### config.mk
export PLATFORM = sky130hd
export DESIGN_NAME = vga_clkgen_prog
export DESIGN_NICKNAME = d
export VERILOG_FILES = /design/src/rtl/vga_clkgen_prog.sv
export SDC_FILE = /design/constraint.sdc
export NUM_CORES = 1
export LEC_CHECK = 0
export BUFFER_PORTS_ARGS = -buffer_cell sky130_fd_sc_hd__buf_4
export CAP_MARGIN = 5
export CORE_UTILIZATION = 56
export CTS_CLUSTER_SIZE = 24
export DETAILED_ROUTE_END_ITERATION = 12
export GPL_TIMING_DRIVEN = 0
export PLACE_DENSITY = 0.78
export SETUP_SLACK_MARGIN = 0.1
export SYNTH_ARGS = -nofsm -noshare
export SYNTH_HDL_FRONTEND = slang
export SYNTH_SLANG_ARGS = --single-unit
### constraint.sdc
create_clock -name sys_clk -period 2.94 [get_ports sys_clk]
set_clock_uncertainty 0.1 [all_clocks]
set_input_delay 0.588 -clock sys_clk [delete_from_list [all_inputs] [get_ports sys_clk]]
set_output_delay 0.588 -clock sys_clk [all_outputs]
set_load 0.01 [all_outputs]
### src/rtl/vga_clkgen_prog.sv
// DCM_CLKGEN programming-port driver: shifts LoadD, LoadM and GO onto PROGCLK/PROGEN/PROGDATA,
// then waits for PROGDONE and LOCKED. Define VGA_CLKGEN_TIMEOUT_EN to bound the final wait.
module vga_clkgen_prog #(
  parameter int unsigned PROG_DIV    = 2,
  parameter int unsigned TIMEOUT_CYC = 1048576
) (
  input  logic       sys_clk,
  input  logic       sys_rst,
  input  logic       start,
  input  logic [7:0] m,
  input  logic [7:0] d,
  output logic       busy,
  output logic       done,
  output logic       error,
  output logic       progclk,
  output logic       progen,
  output logic       progdata,
  input  logic       progdone,
  input  logic       locked
);

  localparam int unsigned DivW = (PROG_DIV > 1) ? $clog2(PROG_DIV) : 1;

  if (PROG_DIV < 1 || TIMEOUT_CYC < 1 || TIMEOUT_CYC > (1 << 21)) begin : g_param_check
    $error("vga_clkgen_prog: PROG_DIV or TIMEOUT_CYC out of range");
  end

  typedef enum logic [2:0] {
    StIdle, StLoadD, StGap1, StLoadM, StGap2, StGo, StWaitDone, StWaitLock
  } state_e;

  state_e          state_q, state_d;
  logic [DivW-1:0] div_q;
  logic            progclk_q;
  logic [3:0]      bit_q, bit_d;
  logic [1:0]      per_q, per_d;
  logic [9:0]      sh_q, sh_d;
  logic [7:0]      m_q, m_d;
  logic            busy_q, busy_d, done_q, done_d, error_q, error_d;
  logic            progen_q, progen_d, progdata_q, progdata_d;
  logic            pd_meta, pd_sync, lk_meta, lk_sync;
  logic            div_tc, fall_tick, tmo_hit;

  assign div_tc    = (div_q == DivW'(PROG_DIV - 1));
  assign fall_tick = div_tc & progclk_q;

`ifdef VGA_CLKGEN_TIMEOUT_EN
  localparam logic [20:0] TmoLast = 21'(TIMEOUT_CYC - 1);
  logic [20:0] tmo_q;

  // Held at zero through GO so counting begins on the cycle WAIT_DONE is entered.
  always_ff @(posedge sys_clk or posedge sys_rst) begin
    if (sys_rst) begin
      tmo_q <= '0;
    end else if (state_q == StGo) begin
      tmo_q <= '0;
    end else if (state_q == StWaitDone || state_q == StWaitLock) begin
      tmo_q <= tmo_q + 21'd1;
    end
  end

  assign tmo_hit = (state_q == StWaitDone || state_q == StWaitLock) && (tmo_q == TmoLast);
`else
  assign tmo_hit = 1'b0;
`endif

  always_ff @(posedge sys_clk or posedge sys_rst) begin
    if (sys_rst) begin
      state_q    <= StIdle;
      div_q      <= '0;
      progclk_q  <= 1'b0;
      bit_q      <= '0;
      per_q      <= '0;
      sh_q       <= '0;
      m_q        <= '0;
      busy_q     <= 1'b0;
      done_q     <= 1'b0;
      error_q    <= 1'b0;
      progen_q   <= 1'b0;
      progdata_q <= 1'b0;
      pd_meta    <= 1'b0;
      pd_sync    <= 1'b0;
      lk_meta    <= 1'b0;
      lk_sync    <= 1'b0;
    end else begin
      state_q    <= state_d;
      div_q      <= div_tc ? '0 : div_q + DivW'(1);
      progclk_q  <= div_tc ? ~progclk_q : progclk_q;
      bit_q      <= bit_d;
      per_q      <= per_d;
      sh_q       <= sh_d;
      m_q        <= m_d;
      busy_q     <= busy_d;
      done_q     <= done_d;
      error_q    <= error_d;
      progen_q   <= progen_d;
      progdata_q <= progdata_d;
      pd_meta    <= progdone;
      pd_sync    <= pd_meta;
      lk_meta    <= locked;
      lk_sync    <= lk_meta;
    end
  end

  // state_q names the slot kind that the next falling tick will drive.
  always_comb begin
    state_d    = state_q;
    bit_d      = bit_q;
    per_d      = per_q;
    sh_d       = sh_q;
    m_d        = m_q;
    busy_d     = busy_q;
    done_d     = 1'b0;
    error_d    = error_q;
    progen_d   = progen_q;
    progdata_d = progdata_q;
    unique case (state_q)
      StIdle: begin
        if (start) begin
          m_d     = m;
          error_d = (m == 8'd0);
          if (m == 8'd0) begin
            done_d = 1'b1;
          end else begin
            busy_d  = 1'b1;
            sh_d    = {d, 2'b01};
            bit_d   = '0;
            state_d = StLoadD;
          end
        end
      end
      StLoadD, StLoadM: begin
        if (fall_tick) begin
          progen_d   = 1'b1;
          progdata_d = sh_q[0];
          sh_d       = {1'b0, sh_q[9:1]};
          if (bit_q == 4'd9) begin
            bit_d   = '0;
            per_d   = '0;
            state_d = (state_q == StLoadD) ? StGap1 : StGap2;
          end else begin
            bit_d = bit_q + 4'd1;
          end
        end
      end
      StGap1, StGap2: begin
        if (fall_tick) begin
          progen_d   = 1'b0;
          progdata_d = 1'b0;
          if (per_q == 2'd1) begin
            per_d = '0;
            bit_d = '0;
            if (state_q == StGap1) begin
              sh_d    = {m_q, 2'b11};
              state_d = StLoadM;
            end else begin
              state_d = StGo;
            end
          end else begin
            per_d = per_q + 2'd1;
          end
        end
      end
      StGo: begin
        if (fall_tick) begin
          progdata_d = 1'b0;
          if (per_q == 2'd0) begin
            progen_d = 1'b1;
            per_d    = 2'd1;
          end else begin
            progen_d = 1'b0;
            per_d    = '0;
            state_d  = StWaitDone;
          end
        end
      end
      StWaitDone, StWaitLock: begin
        if (tmo_hit) begin
          error_d = 1'b1;
          done_d  = 1'b1;
          busy_d  = 1'b0;
          state_d = StIdle;
        end else if (state_q == StWaitDone) begin
          if (pd_sync) state_d = StWaitLock;
        end else if (lk_sync) begin
          done_d  = 1'b1;
          busy_d  = 1'b0;
          state_d = StIdle;
        end
      end
    endcase
  end

  assign busy     = busy_q;
  assign done     = done_q;
  assign error    = error_q;
  assign progclk  = progclk_q;
  assign progen   = progen_q;
  assign progdata = progdata_q;

endmodule

==> impl_metrics.py <==
metrics = {
    "worst_setup_path": {
        "rrSetupSlack_ns": 0.59,
        "critical_path_arrival_ns": 2.46,
        "cp-start-kind": "flip-flop",
        "cp_max_fo": 10,
        "end_kind": "flip-flop",
        "crit_required_ns": 3.06,
        "r2r-end": "sh_q[9]$_DFFE_PP0P_",
        "worst-r2r-cell-count": 7,
        "regToRegStartpoint": "state_q[1]$_DFFE_PP0P_",
        "crit_type": "reg -> reg",
    },
    "sta": {
        "fin_crit_ns": 2.35,
        "slew_viol_final": 0,
        "final.setup.tns_ns": 0,
        "hold_ws_ns": 0.245,
        "setup_violations": 0,
        "slew_headroom_pct": 50.4,
        "rsz0062_at_grt": "false",
        "period_share_pct": 79.8,
        "timing.final.hold_violations": 0,
        "fmax_mhz": 426,
        "setup_slack_ns": 0.594,
        "worst_pin_slew_ns": 0.743,
    },
    "clock_network": {
        "cts-resized-gates": 0,
        "clk_path_buf_depth": 2,
        "clock_sinks": 38,
        "cts_tree": "built",
        "cts_made_buffers": 5,
        "cts-root-buf": "clkbuf_4",
        "post_cts_buffers": 0,
        "worstSkewPairLatency_ns": 0.35,
        "htree_levels": 2,
        "clk_pin_slew_ns": 0.10,
        "cts_hold_buffers": 0,
    },
    "detailed_routing": {
        "wl_um": 3940,
        "vias_per_cell": 5.75,
        "ant_nets": 0,
        "vias": 1490,
        "drt_iter0_markers": 78,
        "wl_per_cell_um": 15.2,
        "drtPass1Iterations": 4,
        "drc": 0,
    },
    "floorplanning": {
        "die_y_um": 60.2,
        "coreArea_sq_um": 3130,
        "rows": 20,
        "pin_count": 27,
        "initial_core_util_pct": 60.7,
        "die_w_um": 60.2,
        "die-area_sq_um": 3630,
    },
    "cells_and_area": {
        "utilization_pct": 72.0,
        "final_nets": 241,
        "area_delta_synth_final_pct": 18.6,
        "drive_gt1_share_pct": 24.7,
        "antennaDiodeCount": 0,
    },
    "logic_synthesis": {
        "synth_warnings": 0,
        "synth_area_sq_um": 1900,
        "avgSynthCellArea_sq_um": 10.6,
        "synth_area_leaders": "dfrtp_1 (50%), nand2_1 (5.3%), mux2_2 (4.7%)",
        "synth_nets": 207,
        "synth_seq_cells": 38,
        "synth_top_area_share_pct": 50.1,
        "yosysTopAreaCell": "dfrtp_1",
        "ys_seq_area_share_pct": 50.1,
        "synthArstFlopShare_pct": 100,
        "synth_cells": 180,
        "synth_edf_count": 0,
        "synthTopCellsByCount": "dfrtp_1 (38), nand2_1 (27), a21oi_1 (12), o21ai_1 (12), nor2_1 (9)",
        "ys_types": 45,
        "synth_most_common_cell": "dfrtp_1",
        "ys.flop_type": "dfrtp_1",
    },
    "worst_hold_path": {
        "hold_depth": 1,
        "min-delay-start": "locked",
        "hold_path_class": "in -> reg",
        "holdPathEnd": "lk_meta$_DFF_PP0_",
    },
    "power": {
        "switching_share_pct": 40.2,
        "power.leakage_nw": 1.05,
        "peakVddDrop_mv": 0.525,
        "p_seq_share_pct": 36.6,
        "power_per_cell_area_nw_per_um2": 1020,
        "power_frac_comb_pct": 48.1,
        "p_switching_w": 0.000924,
        "clockPowerShare_pct": 15.3,
        "p_int_w": 0.00137,
    },
    "grt": {
        "grt-ovfl-total": 0,
        "grt_pass1_vias": 1473,
        "track_usage_pct": 25.6,
        "grt_max_degree": 22,
        "grt_antenna_before_repair": 0,
        "grt_pass1_wl_um": 6620,
    },
    "placed_design": {
        "dp_hpwl_um": 3030,
        "gp_congestion": 0.833,
        "io_buffers": 26,
        "dp_slack_ns": 0.481,
    },
    "run": {
        "cap_violations": 0,
    },
    "status": {
        "status": "completed",
    },
}
sequential cells by signal, indices dropped and copies added, names as in the netlist, 2 cells and up:
name	flops
bit_q	4
m_q	8
per_q	2
sh_q	10
state_q	3
cell families after synthesis:
| kind of cell | after synthesis | synth area share [%] |
|---|---|---|
| DFF | 38 | 50.1 |
| xor gates and xnor gates | 1 | 0.461 |
| muxes | 13 | 7.77 |
| AOI/OAI and AO/OA | 53 | 20.1 |
| buffers and inverters | 11 | 2.70 |
| and+or+nand+nor | 58 | 15.0 |
| adders and majority gates | 6 | 3.95 |
how the worst max path moves through the flow:
stage	startpoint	cells past startpoint	slack, ns	to
2_1_floorplan	state_q[0]$_DFFE_PP0P_	7	0.88	bit_q[3]$_DFFE_PP0P_
3_3_place_gp	m[1]	6	0.56	sh_q[6]$_DFFE_PP0P_
3_5_place_dp	m[1]	6	0.48	sh_q[2]$_DFFE_PP0P_
4_1_cts	state_q[1]$_DFFE_PP0P_	7	0.59	sh_q[9]$_DFFE_PP0P_
5_1_grt	state_q[1]$_DFFE_PP0P_	7	0.37	sh_q[9]$_DFFE_PP0P_
6_report	state_q[1]$_DFFE_PP0P_	7	0.59	sh_q[9]$_DFFE_PP0P_
area by class of cell:
type                    instances  area [sq um]
plain buffers                   5          28.8
flip-flops and latches         38           951
well taps                      44          55.1
inverters                       6          22.5
clock buffers                   7          45.0
multi-input cells             131           897
fillers                       239           876
clock inverters                 1          30.0
repair buffers                 27           223
placed cells by master, fill, tap and decap left out, types with 2 or more instances in the layout:
cell       n
buf_4     26
mux2i_1    2
nand2_1   27
clkbuf_1   4
nor2_1     9
nand3_1    4
clkbuf_4   5
o21ai_1   12
ha_1       6
a31oi_1    2
nor4_1     2
or3_1      2
inv_1      6
mux2_2     8
a21oi_2    2
mux2_1     2
a21oi_1   12
dfrtp_1   38
a22o_1     7
nand2b_1   4
buf_2      2
nand4_1    2
o21ai_0    5
power groups by stage:
stage / clock network [W] / logic [W] / registers (W)
floorplan: 0 / 0.000847 / 0.000817
global placement: 0 / 0.00103 / 0.000836
detailed placement: 0 / 0.00110 / 0.000849
CTS: 0.000356 / 0.00111 / 0.000839
global route: 0.000378 / 0.00123 / 0.000862
finish: 0.000351 / 0.00110 / 0.000842
per-layer routing:
metal / GRT usage (%) / vias to the layer above / routed length [um]
li1: - / 718 / -
met1: 31.6 / 716 / 1730
met4: 9.63 / 0 / 55
met5: 0 / - / 0
met3: 7.36 / 7 / 207
met2: 42.2 / 49 / 1950
per-stage QoR:
step	instances	area (sq um)	power [W]
6_report	259	2250	0.00230
2_1_floorplan	180	1900	0.00166
4_1_cts	259	2250	0.00230
3_3_place_gp	250	2150	0.00187
5_1_grt	259	2250	0.00247
3_5_place_dp	251	2180	0.00195
critical path, stage by stage (launching register included):
cell and delay [ns]:
dfrtp_1 0.41, inv_1 0.08, ha_1 0.27, o21bai_1 0.43
a21oi_2 0.15, o2111ai_1 0.26, clkbuf_1 0.38, o21ai_1 0.14
(Power assumes the default switching activity.)
